==> config.mk <==
export PLATFORM = sky130hd
export DESIGN_NAME = fifo_burst_streamer
export DESIGN_NICKNAME = d
export VERILOG_FILES = /design/src/rtl/fifo_burst_streamer_pkg.sv /design/src/rtl/fifo_burst_streamer_stream_out_reg.sv /design/src/rtl/fifo_burst_streamer.sv
export SDC_FILE = /design/constraint.sdc
export NUM_CORES = 1
export LEC_CHECK = 0
export CAP_MARGIN = 20
export CORE_AREA = 3 3 415 417
export DETAILED_ROUTE_END_ITERATION = 8
export DIE_AREA = 0 0 418 420
export SLEW_MARGIN = 10
export SYNTH_ARGS = -nofsm -noshare
export SYNTH_HDL_FRONTEND = slang
export SYNTH_SLANG_ARGS = --single-unit
==> constraint.sdc <==
create_clock -name clk -period 24.5 [get_ports clk]
set_clock_uncertainty 0.15 [all_clocks]
set_input_delay 4.9 -clock clk [delete_from_list [all_inputs] [get_ports clk]]
set_output_delay 4.9 -clock clk [all_outputs]
set_load 0.05 [all_outputs]
==> src/rtl/fifo_burst_streamer_pkg.sv <==
// Shared definitions for the burst streamer and the URAM FIFO it reads from.
// Holds the FSM state encoding and the default word width.
package fifo_burst_streamer_pkg;

    localparam int unsigned FIFO_DATA_WIDTH = 512;

    typedef enum logic [1:0] {
        StIdle   = 2'd0,
        StStream = 2'd1,
        StFlush  = 2'd2,
        StDone   = 2'd3
    } state_e;

endpackage

==> src/rtl/fifo_burst_streamer_stream_out_reg.sv <==
// Registered valid/ready output stage holding one beat of data plus its last flag.
// can_load tells the producer when a new beat may be written this cycle.
module fifo_burst_streamer_stream_out_reg #(
    parameter int unsigned DATA_WIDTH = 512
) (
    input  logic                  clk,
    input  logic                  rst,
    input  logic                  load,
    input  logic [DATA_WIDTH-1:0] load_data,
    input  logic                  load_last,
    input  logic                  out_ready,
    output logic                  out_valid,
    output logic [DATA_WIDTH-1:0] out_data,
    output logic                  out_last,
    output logic                  can_load
);

    logic                  valid_q;
    logic                  last_q;
    logic [DATA_WIDTH-1:0] data_q;

    always_comb can_load = !valid_q || out_ready;

    // Data is only written on load so it stays stable while back-pressured.
    always_ff @(posedge clk or posedge rst) begin
        if (rst) begin
            valid_q <= 1'b0;
            last_q  <= 1'b0;
            data_q  <= '0;
        end else if (load) begin
            valid_q <= 1'b1;
            last_q  <= load_last;
            data_q  <= load_data;
        end else if (can_load) begin
            valid_q <= 1'b0;
            last_q  <= 1'b0;
        end
    end

    always_comb begin
        out_valid = valid_q;
        out_last  = last_q;
        out_data  = data_q;
    end

endmodule

==> src/rtl/fifo_burst_streamer.sv <==
// Pops a commanded number of words from an FWFT FIFO and streams them downstream,
// flagging the final beat, pulsing done, and counting FIFO-underrun stall cycles.
module fifo_burst_streamer
    import fifo_burst_streamer_pkg::*;
#(
    parameter int unsigned DATA_WIDTH  = FIFO_DATA_WIDTH,
    parameter int unsigned LEN_WIDTH   = 16,
    parameter int unsigned STALL_WIDTH = 32
) (
    input  logic                   clk,
    input  logic                   rst,
    input  logic                   cmd_valid,
    output logic                   cmd_ready,
    input  logic [LEN_WIDTH-1:0]   cmd_len,
    output logic                   fifo_rd_en,
    input  logic [DATA_WIDTH-1:0]  fifo_rd_data,
    input  logic                   fifo_rd_busy,
    output logic                   out_valid,
    input  logic                   out_ready,
    output logic [DATA_WIDTH-1:0]  out_data,
    output logic                   out_last,
    output logic                   done,
    output logic                   busy,
    output logic [STALL_WIDTH-1:0] stall_cycles
);

    state_e                 state_q, state_d;
    logic [LEN_WIDTH-1:0]   remaining_q;
    logic [STALL_WIDTH-1:0] stall_q;
    logic                   can_load;
    logic                   want_pop;
    logic                   last_pop;
    logic                   accept;

    always_comb begin
        accept     = (state_q == StIdle) && cmd_valid;
        want_pop   = (state_q == StStream) && (remaining_q != '0);
        last_pop   = (remaining_q == LEN_WIDTH'(1));
        fifo_rd_en = want_pop && !fifo_rd_busy && can_load;
    end

    always_ff @(posedge clk or posedge rst) begin
        if (rst) begin
            state_q <= StIdle;
        end else begin
            state_q <= state_d;
        end
    end

    always_comb begin
        state_d = state_q;
        unique case (state_q)
            StIdle: begin
                if (cmd_valid) begin
                    state_d = (cmd_len == '0) ? StDone : StStream;
                end
            end
            StStream: begin
                if (fifo_rd_en && last_pop) begin
                    state_d = StFlush;
                end
            end
            StFlush: begin
                if (out_valid && out_ready && out_last) begin
                    state_d = StDone;
                end
            end
            StDone:  state_d = StIdle;
            default: state_d = StIdle;
        endcase
    end

    always_comb begin
        cmd_ready    = (state_q == StIdle);
        busy         = (state_q != StIdle);
        done         = (state_q == StDone);
        stall_cycles = stall_q;
    end

    always_ff @(posedge clk or posedge rst) begin
        if (rst) begin
            remaining_q <= '0;
        end else if (accept) begin
            remaining_q <= cmd_len;
        end else if (fifo_rd_en) begin
            remaining_q <= remaining_q - LEN_WIDTH'(1);
        end
    end

    // A stall only counts when the output could have taken a word but the FIFO had none.
    always_ff @(posedge clk or posedge rst) begin
        if (rst) begin
            stall_q <= '0;
        end else if (accept) begin
            stall_q <= '0;
        end else if (want_pop && can_load && fifo_rd_busy && (stall_q != '1)) begin
            stall_q <= stall_q + STALL_WIDTH'(1);
        end
    end

    fifo_burst_streamer_stream_out_reg #(
        .DATA_WIDTH(DATA_WIDTH)
    ) u_out_reg (
        .clk      (clk),
        .rst      (rst),
        .load     (fifo_rd_en),
        .load_data(fifo_rd_data),
        .load_last(last_pop),
        .out_ready(out_ready),
        .out_valid(out_valid),
        .out_data (out_data),
        .out_last (out_last),
        .can_load (can_load)
    );

endmodule

* After elaboration in Yosys (flattened, before gate mapping)
Cells that the tools add are included.
** Word-level totals
- Register bits :: 564
- Output and inout bits :: 550
- Word-level logic and storage cells :: 49
** Cells by class
- Add/subtract/negate cells :: 2
- Equal/unequal tests :: 8
- Multiplexer cells :: 12
- Reductions and logical operators :: 21
** Operator list (count)
- $mux 32 :: 2
- $add 32x1->32 const B :: 1
- $mux 16 :: 2
- $ne 32x32->1 const B :: 1
- $eq 16x1->1 const B :: 1
- $logic_not 16->1 :: 1
- $reduce_bool 16->1 :: 1
- $sub 16x1->16 const B :: 1
- $logic_and 1x1->1 :: 10
- $mux 2 :: 4
- $pmux 2 s4 :: 1
- $reduce_bool 2->1 :: 4
- $eq 2x2->1 const B :: 2
- $ne 2x2->1 const B :: 2
- $mux 1 :: 3
- $reduce_and 3->1 :: 1
- $eq 2x1->1 const B :: 1
- $logic_not 1->1 :: 2
- $logic_not 2->1 :: 1
- $ne 2x1->1 const B :: 1
- $logic_or 1x1->1 :: 1

* Depth between registers and ports, before layout
Gate-level depths: netlist of the first run.
- Depth in word-level cells :: 7
- Gate-level depth with buffers :: 11
- Gate-level depth less buffers :: 8

* Modules after synthesis
A second synthesis of the first run with hierarchy kept.
** Unflattened totals
- Cell total of the unflattened synthesis :: 1448
- Area total of the unflattened synthesis :: 23592.6 µm²
** Modules (own cells, without submodules)
- fifo_burst_streamer_stream_out_reg :: times used 1, cells an instance 1089, area each 20467.1 µm²
- fifo_burst_streamer :: times used 1, cells an instance 359, area each 3125.5 µm²

* Worst setup path after synthesis of the first run
OpenSTA, ideal clock, no wires.
- Path kind :: input-to-output
- From :: input out_ready
- To :: output fifo_rd_en
- Arrival time :: 6.218 ns
- Data required time :: 19.450 ns
- Path slack :: 13.232 ns
- Stages on the path :: 6
- Cell sequence :: nor2b_1 nor3b_1 nand2_1 inv_1 buf_2 buf_1
** Between the ends
- Cells in the longest elaborated chain, start to end :: 2
** RTL lines
- start: declaration :: line fifo_burst_streamer.sv:19 : input logic out_ready,
- $logic_or 1x1->1 :: line fifo_burst_streamer_stream_out_reg.sv:22 : always_comb can_load = !valid_q || out_ready;
- $logic_and 1x1->1 :: line fifo_burst_streamer.sv:39 : fifo_rd_en = want_pop && !fifo_rd_busy && can_load;
- end: declaration :: line fifo_burst_streamer.sv:15 : output logic fifo_rd_en,
Every way passes these cells.

* Worst setup path after layout of the first run
Same ends and word-level chain as after synthesis.

==> flow_summary.json, run 1 <==
{
  "clockPowerShare_pct": 19.5,
  "cp_common_cell": "clkdlybuf4s50_1",
  "timing.fmax_mhz": 79.34,
  "slew_violations": 0,
  "yosys.area.top_type": "dfrtp_1",
  "grt.overflow.total": 0,
  "row_count": 151,
  "swShare_pct": 50.22,
  "fill_cells": 18293,
  "path_clk_slew_ns": 0.05,
  "fin_nets": 4113,
  "arrival_ns": 7.55,
  "netlist_top_cells_count": "nand2_1, dfrtp_1, buf_2, a21oi_1, clkbuf_1",
  "dpl.hpwl_mm": 91.46,
  "cts_sinks": 564,
  "synth_most_common_cell": "nand2_1",
  "synth-seq-cells": 564,
  "routed_wl_mm": 118.3,
  "cts_hold_buf": 0,
  "clock_path_buffers": 3,
  "p_per_area_nw_per_um2": 156.0,
  "worstMarginPinSlew_ns": 1.032,
  "path_cells": "clkdlybuf4s50_1 -> nor2b_1 -> nor3b_1 -> nand2_4 -> inv_8 -> clkdlybuf4s50_1",
  "async_reset_ff_share_pct": 100.0,
  "die_h_um": 420,
  "clockRootBuffer": "clkbuf_16",
  "p_seq_share_pct": 27.1,
  "synth_top_area_share_pct": 62.92,
  "p_comb_share_pct": 53.4,
  "grt_setup_unrepaired": "no",
  "initial_core_util_pct": 13.27,
  "vdd_drop_max_v": 0.00008347,
  "grt_usage_pct": 12.87,
  "die-area_sq_um": 175600,
  "critPathMaxStageDelay_ns": 0.91,
  "yosysUniqueCellTypes": 51,
  "p_switching_mw": 2.986,
  "place.gp.congestion": 0.8684,
  "min-delay-start": "u_out_reg.out_data[203]",
  "dr.pass1.iters": 7,
  "ys.flop_type": "dfrtp_1",
  "cts_tree": "done",
  "synth_area_leaders": "dfrtp_1, nand2_1, buf_2, a21oi_1, or4_1",
  "power.internal_mw": 2.960,
  "synth_nets": 3066,
  "cp-end-kind": "primary output",
  "syn_to_final_growth_pct": 69.90,
  "via_per_inst": 3.642,
  "ios": 1083,
  "max-slew-margin-rel_pct": 31.18,
  "power_mw": 5.947,
  "postSynthAreaPerCell_sq_um": 8.883,
  "post-place-ws_ns": 11.91,
  "wl_per_cell_um": 20.17,
  "fin_cells": 5863,
  "grt_pass1_vias": 21292,
  "cp.required_ns": 19.45,
  "crit_type": "input pin to primary output",
  "setup-violations-final": 0,
  "grt_start_max_net_pins": 180,
  "setup_slack_ns": 11.90,
  "synth_edf_count": 0,
  "startpoint": "out_ready",
  "hold_viol_final": 0,
  "finalCriticalPeriod_ns": 12.60,
  "critPathMaxFanout": 70,
  "insertion_delay_ns": 0.67,
  "numCtsBuffers": 76,
  "place_inst": 5712,
  "vias": 21355,
  "drc": 0,
  "run_status": "finished, final reports clean",
  "post_cts_resized": 0,
  "hold_path_class": "flop to flop",
  "setup_tns_ns": 0,
  "first_iter_violations": 1169,
  "reg2reg_from": "state_q[1]",
  "p_leak_nw": 17.43,
  "seq_area_frac_synth_pct": 62.92,
  "core_sq_um": 169100,
  "startpoint_type": "input pin",
  "h-tree-depth": 3,
  "fp.dieW_um": 418,
  "antenna_found_initial": 35,
  "netlist_instances": 2525,
  "port_buffers": 1082,
  "cp_slowest_cell": "clkdlybuf4s50_1",
  "synth_warnings": 0,
  "ant_nets": 0,
  "maxCapViolCount": 0,
  "synth.cell_area_sq_um": 22430,
  "drive_gt1_share_pct": 4.320,
  "cts_setup_buffers": 0,
  "grt_pass1_wl_mm": 162.4,
  "fin_crit_sh_pct": 51.45,
  "fin_util_pct": 22.54
}
[path summary, 6_finish.rpt]
path,endpoint,slack (ns),cells after the start
max,fifo_rd_en,11.90,6
min,u_out_reg.out_data[203],0.32,2
max reg2reg,remaining_q[0],19.42,10
min reg2reg,u_out_reg.out_data[203],0.32,2
max in group asynchronous,u_out_reg.out_data[164],16.40,5
min in group asynchronous,u_out_reg.out_data[85],4.67,2
[placed cells by master (no fill, tap or decap), drive strengths merged, types with 2 or more instances in the layout]
master,n
a21oi,27
a22oi,2
a31oi,6
and2,4
and3,8
and4,4
buf,19
bufinv,4
clkbuf,110
clkdlybuf4s50,1082
clkinv,17
clkinvlp,4
dfrtp,564
diode,11
ha,8
inv,14
mux2i,5
nand2,1576
nand2b,4
nand3,19
nand4,12
nor2,17
nor3,3
nor3b,2
nor4,17
o211ai,4
o21ai,20
o311ai,2
o31ai,16
o41ai,3
or2,2
or3,20
or4,20
xnor2,6
xor2,2
[power by group through the flow]
stage | logic, mW | clock network [mW] | registers [mW]
after global routing | 3.37 | 1.25 | 1.66
after global placement | 3.20 | 0 | 1.60
after floorplan | 0.605 | 0 | 2.93
final | 3.18 | 1.16 | 1.61
after detailed placement | 3.21 | 0 | 1.62
after CTS | 3.23 | 1.21 | 1.61
[routing by layer]
metal  share of wire (%)  track usage, %  vias to the layer above
li1                    -               -                     9995
met2                  48           20.90                      824
met5               0.018               0                        -
met3                 9.7           5.450                      173
met4                 2.7           4.517                        4
met1                  39           15.15                    10359
[critical path: cells and delay by family]
| family | cells | cell delay, ns |
|---|---|---|
| buffers and inverters | 3 | 1.75 |
| and+or+nand+nor | 3 | 0.80 |
[state kept, by name, indices dropped and copies added (netlist names)]
name	count
stall_cycles	32
remaining_q	16
u_out_reg.out_data	512
u_out_reg.out_valid	1
u_out_reg.out_last	1
state_q	2
[cell families after synthesis]
family / synth area share (%)
AO/OA/AOI/OAI: 2.505
XOR/XNOR: 0.3124
adder cells (fa/ha/maj): 0.4463
buffers and inverters: 3.403
flip-flops: 62.92
multiplexers: 0.2231
AND/OR/NAND/NOR: 30.19
[metrics by stage]
| stage | cell area, sq um | hold slack (ns) |
|---|---|---|
| after global routing | 38100 | 0.3403 |
| after global placement | 35500 | 0.3059 |
| final | 38110 | 0.3198 |
| after detailed placement | 35500 | 0.3107 |
| after CTS | 38080 | 0.3247 |
| after floorplan | 22430 | 0.3939 |
[final cells by class]
| cell class | instances | area (sq um) | share of cell area, % |
|---|---|---|---|
| Timing Repair Buffer | 1101 | 11000 | 28.86 |
| Clock buffer | 110 | 2232 | 5.857 |
| Inverter | 9 | 48.80 | 0.1280 |
| Clock inverter | 30 | 352.8 | 0.9259 |
| Antenna cell | 11 | 27.53 | 0.07223 |
| Tap cell | 2218 | 2775 | 7.282 |
| Sequential cell | 564 | 14110 | 37.03 |
| Multi-Input combinational cell | 1820 | 7561 | 19.84 |
Note: power is estimated with default switching activity, not from simulation.
==> inputs of run 2 (changes only) <==
- CORE_AREA: 3 3 415 417 -> 3 3 424 426
- DIE_AREA: 0 0 418 420 -> 0 0 427 429
- clock period: 24.5 -> 10.9 ns (I/O delays scaled with it)
==> flow_summary.json, run 2 (synthesized netlist as in run 1, its figures left out) <==
{
  "run_status": "finished, final reports clean",
  "use_met3_pct": 5.608,
  "r2r_end": "u_out_reg.out_data[343]",
  "use_met1_pct": 16.07,
  "arrival_ns": 5.09,
  "cp.depth": 6,
  "p_leak_nw": 17.37,
  "fin_nets": 4111,
  "setup-violations-final": 0,
  "critPathMaxStageDelay_ns": 0.90,
  "first_iter_violations": 1433,
  "timing.fmax_mhz": 134.8,
  "dr.pass1.iters": 5,
  "grt.overflow.total": 0,
  "grt_usage_pct": 13.35,
  "dpl.hpwl_mm": 100.9,
  "crit_type": "input pin to primary output",
  "hold_slack_ns": 0.3198,
  "core_sq_um": 176100,
  "antenna_found_initial": 67,
  "largest_reg_flops": 512,
  "initial_core_util_pct": 12.74,
  "startpoint": "out_ready",
  "via_per_inst": 3.644,
  "cts_tree": "done",
  "drc": 0,
  "ios": 1083,
  "routed_wl_mm": 126.9,
  "insertion_delay_ns": 0.68,
  "fp.dieW_um": 427,
  "p_comb_share_pct": 54.1,
  "p_switching_mw": 6.719,
  "power.internal_mw": 6.589,
  "p_per_area_nw_per_um2": 348.7,
  "setup_tns_ns": 0,
  "r2r_cells": 9,
  "cp-endpoint": "fifo_rd_en",
  "hold_path_class": "flop to flop",
  "row_count": 154,
  "cts_sinks": 564,
  "cp-end-kind": "primary output",
  "grt_pass1_wl_mm": 172.4,
  "reg2reg_from": "state_q[1]",
  "cp_common_cell": "clkdlybuf4s50_1",
  "vdd_drop_max_v": 0.0002094,
  "busiest_layer": "met2",
  "maxCapViolCount": 0,
  "numCtsBuffers": 73,
  "most-common-layout-cells": "nand2_1, clkdlybuf4s50_1, dfrtp_1, clkbuf_16, a21oi_1",
  "finalCriticalPeriod_ns": 7.418,
  "clock_path_buffers": 3,
  "place_inst": 5835,
  "drive_gt1_share_pct": 4.136,
  "grt_start_max_net_pins": 216,
  "cts_setup_buffers": 0,
  "clockPowerShare_pct": 18.9,
  "startpoint_type": "input pin",
  "worstPathBufferInverterCount": 3,
  "grt_setup_unrepaired": "no",
  "path_cells": "clkdlybuf4s50_1 -> nor2b_1 -> nor3b_1 -> nand2_4 -> inv_8 -> clkdlybuf4s50_1",
  "worstMarginPinSlew_ns": 1.144,
  "die-area_sq_um": 183200,
  "wl_per_cell_um": 21.24,
  "path_clk_slew_ns": 0.05,
  "port_buffers": 1082,
  "cp.required_ns": 8.57,
  "slew_violations": 0,
  "h-tree-depth": 3,
  "fin_crit_sh_pct": 68.05,
  "vias": 21779,
  "reg2reg_slack_ns": 6.47,
  "use_met2_pct": 21.57,
  "cts_hold_buf": 0,
  "max-slew-margin-rel_pct": 23.76,
  "fin_cells": 5976,
  "cp_slowest_cell": "clkdlybuf4s50_1",
  "die_h_um": 429,
  "grt_pass1_vias": 21580,
  "hold_viol_final": 0,
  "swShare_pct": 50.49,
  "ant_nets": 0,
  "syn_to_final_growth_pct": 70.15,
  "p_seq_share_pct": 27.0,
  "critical_path.top_delay_family": "buffers and inverters",
  "hold_depth": 2,
  "critPathMaxFanout": 58,
  "post-place-ws_ns": 3.415,
  "place.gp.congestion": 0.9437,
  "setup_slack_ns": 3.482,
  "clockRootBuffer": "clkbuf_16",
  "post_cts_resized": 0,
  "final_common_cell": "nand2_1"
}
run 2: cell types whose count changed in the layout (fill, tap and decap cells not counted):
cell	delta
inv_8	-1
clkinv_8	+3
clkinv_4	-1
buf_12	+1
clkinv_2	-6
inv_16	-1
diode_2	-2
clkbuf_16	-5
clkbuf_8	+2
clkinvlp_4	+1
run 2: cell type report:
class	count	area [sq um]
Multi-Input combinational cell	1820	7561
Tap cell	2340	2928
Timing Repair Buffer	1102	11020
Antenna cell	9	22.52
Fill cell	19283	137900
Sequential cell	564	14110
Clock buffer	107	2135
Clock inverter	25	342.8
Inverter	9	45.04
run 2: worst register-to-register path, delay by kind of cell, from the launching register on:
| kind | cells | cell delay, ns |
|---|---|---|
| buf+inv | 4 | 2.24 |
| fa+ha+maj | 1 | 0.30 |
| flops | 1 | 0.40 |
| simple gates | 4 | 1.29 |
run 2: through the flow:
stage	instance area (sq um)	total power [mW]	utilization (%)
after CTS	38140	13.49	21.66
after detailed placement	35670	10.85	20.25
after global routing	38160	14.00	21.67
final	38170	13.31	21.67
after global placement	35670	10.79	20.25
after floorplan	22430	7.947	-
run 2: how the worst min path moves through the flow:
stage / from / end
3_3_place_gp: u_out_reg.out_data[474] / u_out_reg.out_data[474]
4_1_cts: u_out_reg.out_data[28] / u_out_reg.out_data[28]
2_1_floorplan: remaining_q[1] / remaining_q[1]
6_report: u_out_reg.out_data[191] / u_out_reg.out_data[191]
3_5_place_dp: u_out_reg.out_data[28] / u_out_reg.out_data[28]
5_1_grt: u_out_reg.out_data[160] / u_out_reg.out_data[160]
run 2: layer usage:
metal | routed length [um] | up-vias
met2 | 59430 | 1021
li1 | - | 9985
met5 | 46 | -
met1 | 50670 | 10521
met4 | 3425 | 8
met3 | 13370 | 244
run 2: power by group through the flow:
| stage | sequential [mW] | clock, mW | combinational (mW) |
|---|---|---|---|
| after floorplan | 6.59 | 0 | 1.36 |
| after global placement | 3.56 | 0 | 7.22 |
| after detailed placement | 3.60 | 0 | 7.25 |
| after CTS | 3.58 | 2.63 | 7.27 |
| after global routing | 3.69 | 2.71 | 7.59 |
| final | 3.59 | 2.52 | 7.20 |
==> inputs of run 3 (changes only) <==
- CORE_AREA: 3 3 424 426 -> 3 3 415 417
- DIE_AREA: 0 0 427 429 -> 0 0 418 420
- clock period: 10.9 -> 7.4 ns (I/O delays scaled with it)
==> flow_summary.json, run 3 (synthesized netlist as in run 1, its figures left out) <==
{
  "place_inst": 5714,
  "p_leak_nw": 17.36,
  "vdd_drop_max_v": 0.0003337,
  "path_clk_slew_ns": 0.05,
  "setup_tns_ns": 0,
  "cts_sinks": 564,
  "power_mw": 19.59,
  "vias": 21242,
  "dr.pass1.iters": 6,
  "worstMarginPinSlew_ns": 1.121,
  "hold_slack_ns": 0.3194,
  "fp.dieW_um": 418,
  "ant_nets": 0,
  "via_per_inst": 3.631,
  "setup-violations-final": 0,
  "grt_setup_unrepaired": "no",
  "max-slew-margin-rel_pct": 25.26,
  "ios": 1083,
  "die-area_sq_um": 175600,
  "cts_tree": "done",
  "grt.overflow.total": 0,
  "grt_start_max_net_pins": 203,
  "routed_wl_mm": 123.3,
  "insertion_delay_ns": 0.68,
  "die_h_um": 420,
  "cts_setup_buffers": 0,
  "fin_nets": 4110,
  "drive_gt1_share_pct": 4.062,
  "critPathMaxFanout": 65,
  "grt_pass1_wl_mm": 167.2,
  "wl_per_cell_um": 21.08,
  "initial_core_util_pct": 13.27,
  "arrival_ns": 3.73,
  "cp.required_ns": 5.77,
  "hold_viol_final": 0,
  "hold_path_class": "flop to flop",
  "reg2reg_slack_ns": 3.02,
  "place.gp.congestion": 0.8916,
  "cp_slowest_cell": "clkdlybuf4s50_1",
  "grt_usage_pct": 13.38,
  "port_buffers": 1082,
  "run_status": "finished, final reports clean",
  "row_count": 151,
  "dpl.hpwl_mm": 98.76,
  "antenna_found_initial": 36,
  "most-common-layout-cells": "nand2_1, clkdlybuf4s50_1, dfrtp_1, clkbuf_16, a21oi_1",
  "numCtsBuffers": 71,
  "fin_crit_sh_pct": 72.38,
  "cts_hold_buf": 0,
  "slew_violations": 0,
  "h-tree-depth": 3,
  "post_cts_resized": 0,
  "startpoint_type": "input pin",
  "fin_cells": 5850,
  "largest_reg_flops": 512,
  "final_common_cell": "nand2_1",
  "clock_path_buffers": 3,
  "cp-end-kind": "primary output",
  "finalCriticalPeriod_ns": 5.356,
  "fill_cells": 18392,
  "crit_type": "input pin to primary output",
  "clockRootBuffer": "clkbuf_16",
  "critPathMaxStageDelay_ns": 0.49,
  "first_iter_violations": 1351,
  "timing.fmax_mhz": 186.7,
  "path_cells": "clkdlybuf4s50_1 -> nor2b_1 -> nor3b_1 -> nand2_4 -> inv_8 -> buf_12",
  "p_per_area_nw_per_um2": 515.7,
  "syn_to_final_growth_pct": 69.35,
  "maxCapViolCount": 0,
  "core_sq_um": 169100,
  "grt_pass1_vias": 21406,
  "drc": 0
}
[run 3: worst paths after layout]
path,end,depth (start not counted),start
min in group asynchronous,stall_cycles[12],2,rst
min reg2reg,u_out_reg.out_data[88],2,u_out_reg.out_data[88]
max in group asynchronous,u_out_reg.out_data[213],4,rst
max reg2reg,u_out_reg.out_data[502],7,remaining_q[4]
min,u_out_reg.out_data[88],2,u_out_reg.out_data[88]
max,fifo_rd_en,6,out_ready
[run 3: layout make-up]
type                            instances  area (sq um)  area share (%)
Multi-Input combinational cell       1820          7562           19.91
Sequential cell                       564         14110           37.16
Inverter                                9         45.04          0.1186
Tap cell                             2218          2775           7.306
Clock buffer                          103          2087           5.494
Antenna cell                           13         32.53         0.08564
Clock inverter                         20         284.0          0.7477
Timing Repair Buffer                 1103         11090           29.18
[run 3: worst max-delay path: cells and delay by family]
family	cells	cell delay, ns
AND/OR/NAND/NOR	3	0.92
buffers and inverters	3	1.15
[run 3: metal layers]
metal	GRT usage (%)	wire length, um	part of all wire [%]
met1	14.44	45290	37
met5	0	34	0.028
met4	4.246	3279	2.7
met2	21.41	58140	47
met3	8.453	16600	13
[run 3: power by group]
part           switching (mW)  total [mW]  internal [mW]  leakage (nW)
clock network            1.49        3.56           2.08          1.16
logic                    7.62        10.7           3.11          9.11
registers               0.852        5.29           4.44          7.08
[run 3: per-stage QoR]
step                worst slack, ns  util [%]  instance area [sq um]
global placement              2.114     21.04                  35580
global route                  1.909     22.46                  37980
finish                        2.044     22.46                  37990
floorplan                    -1.910         -                  22430
detailed placement            2.057     21.04                  35580
CTS                           2.057     22.44                  37950
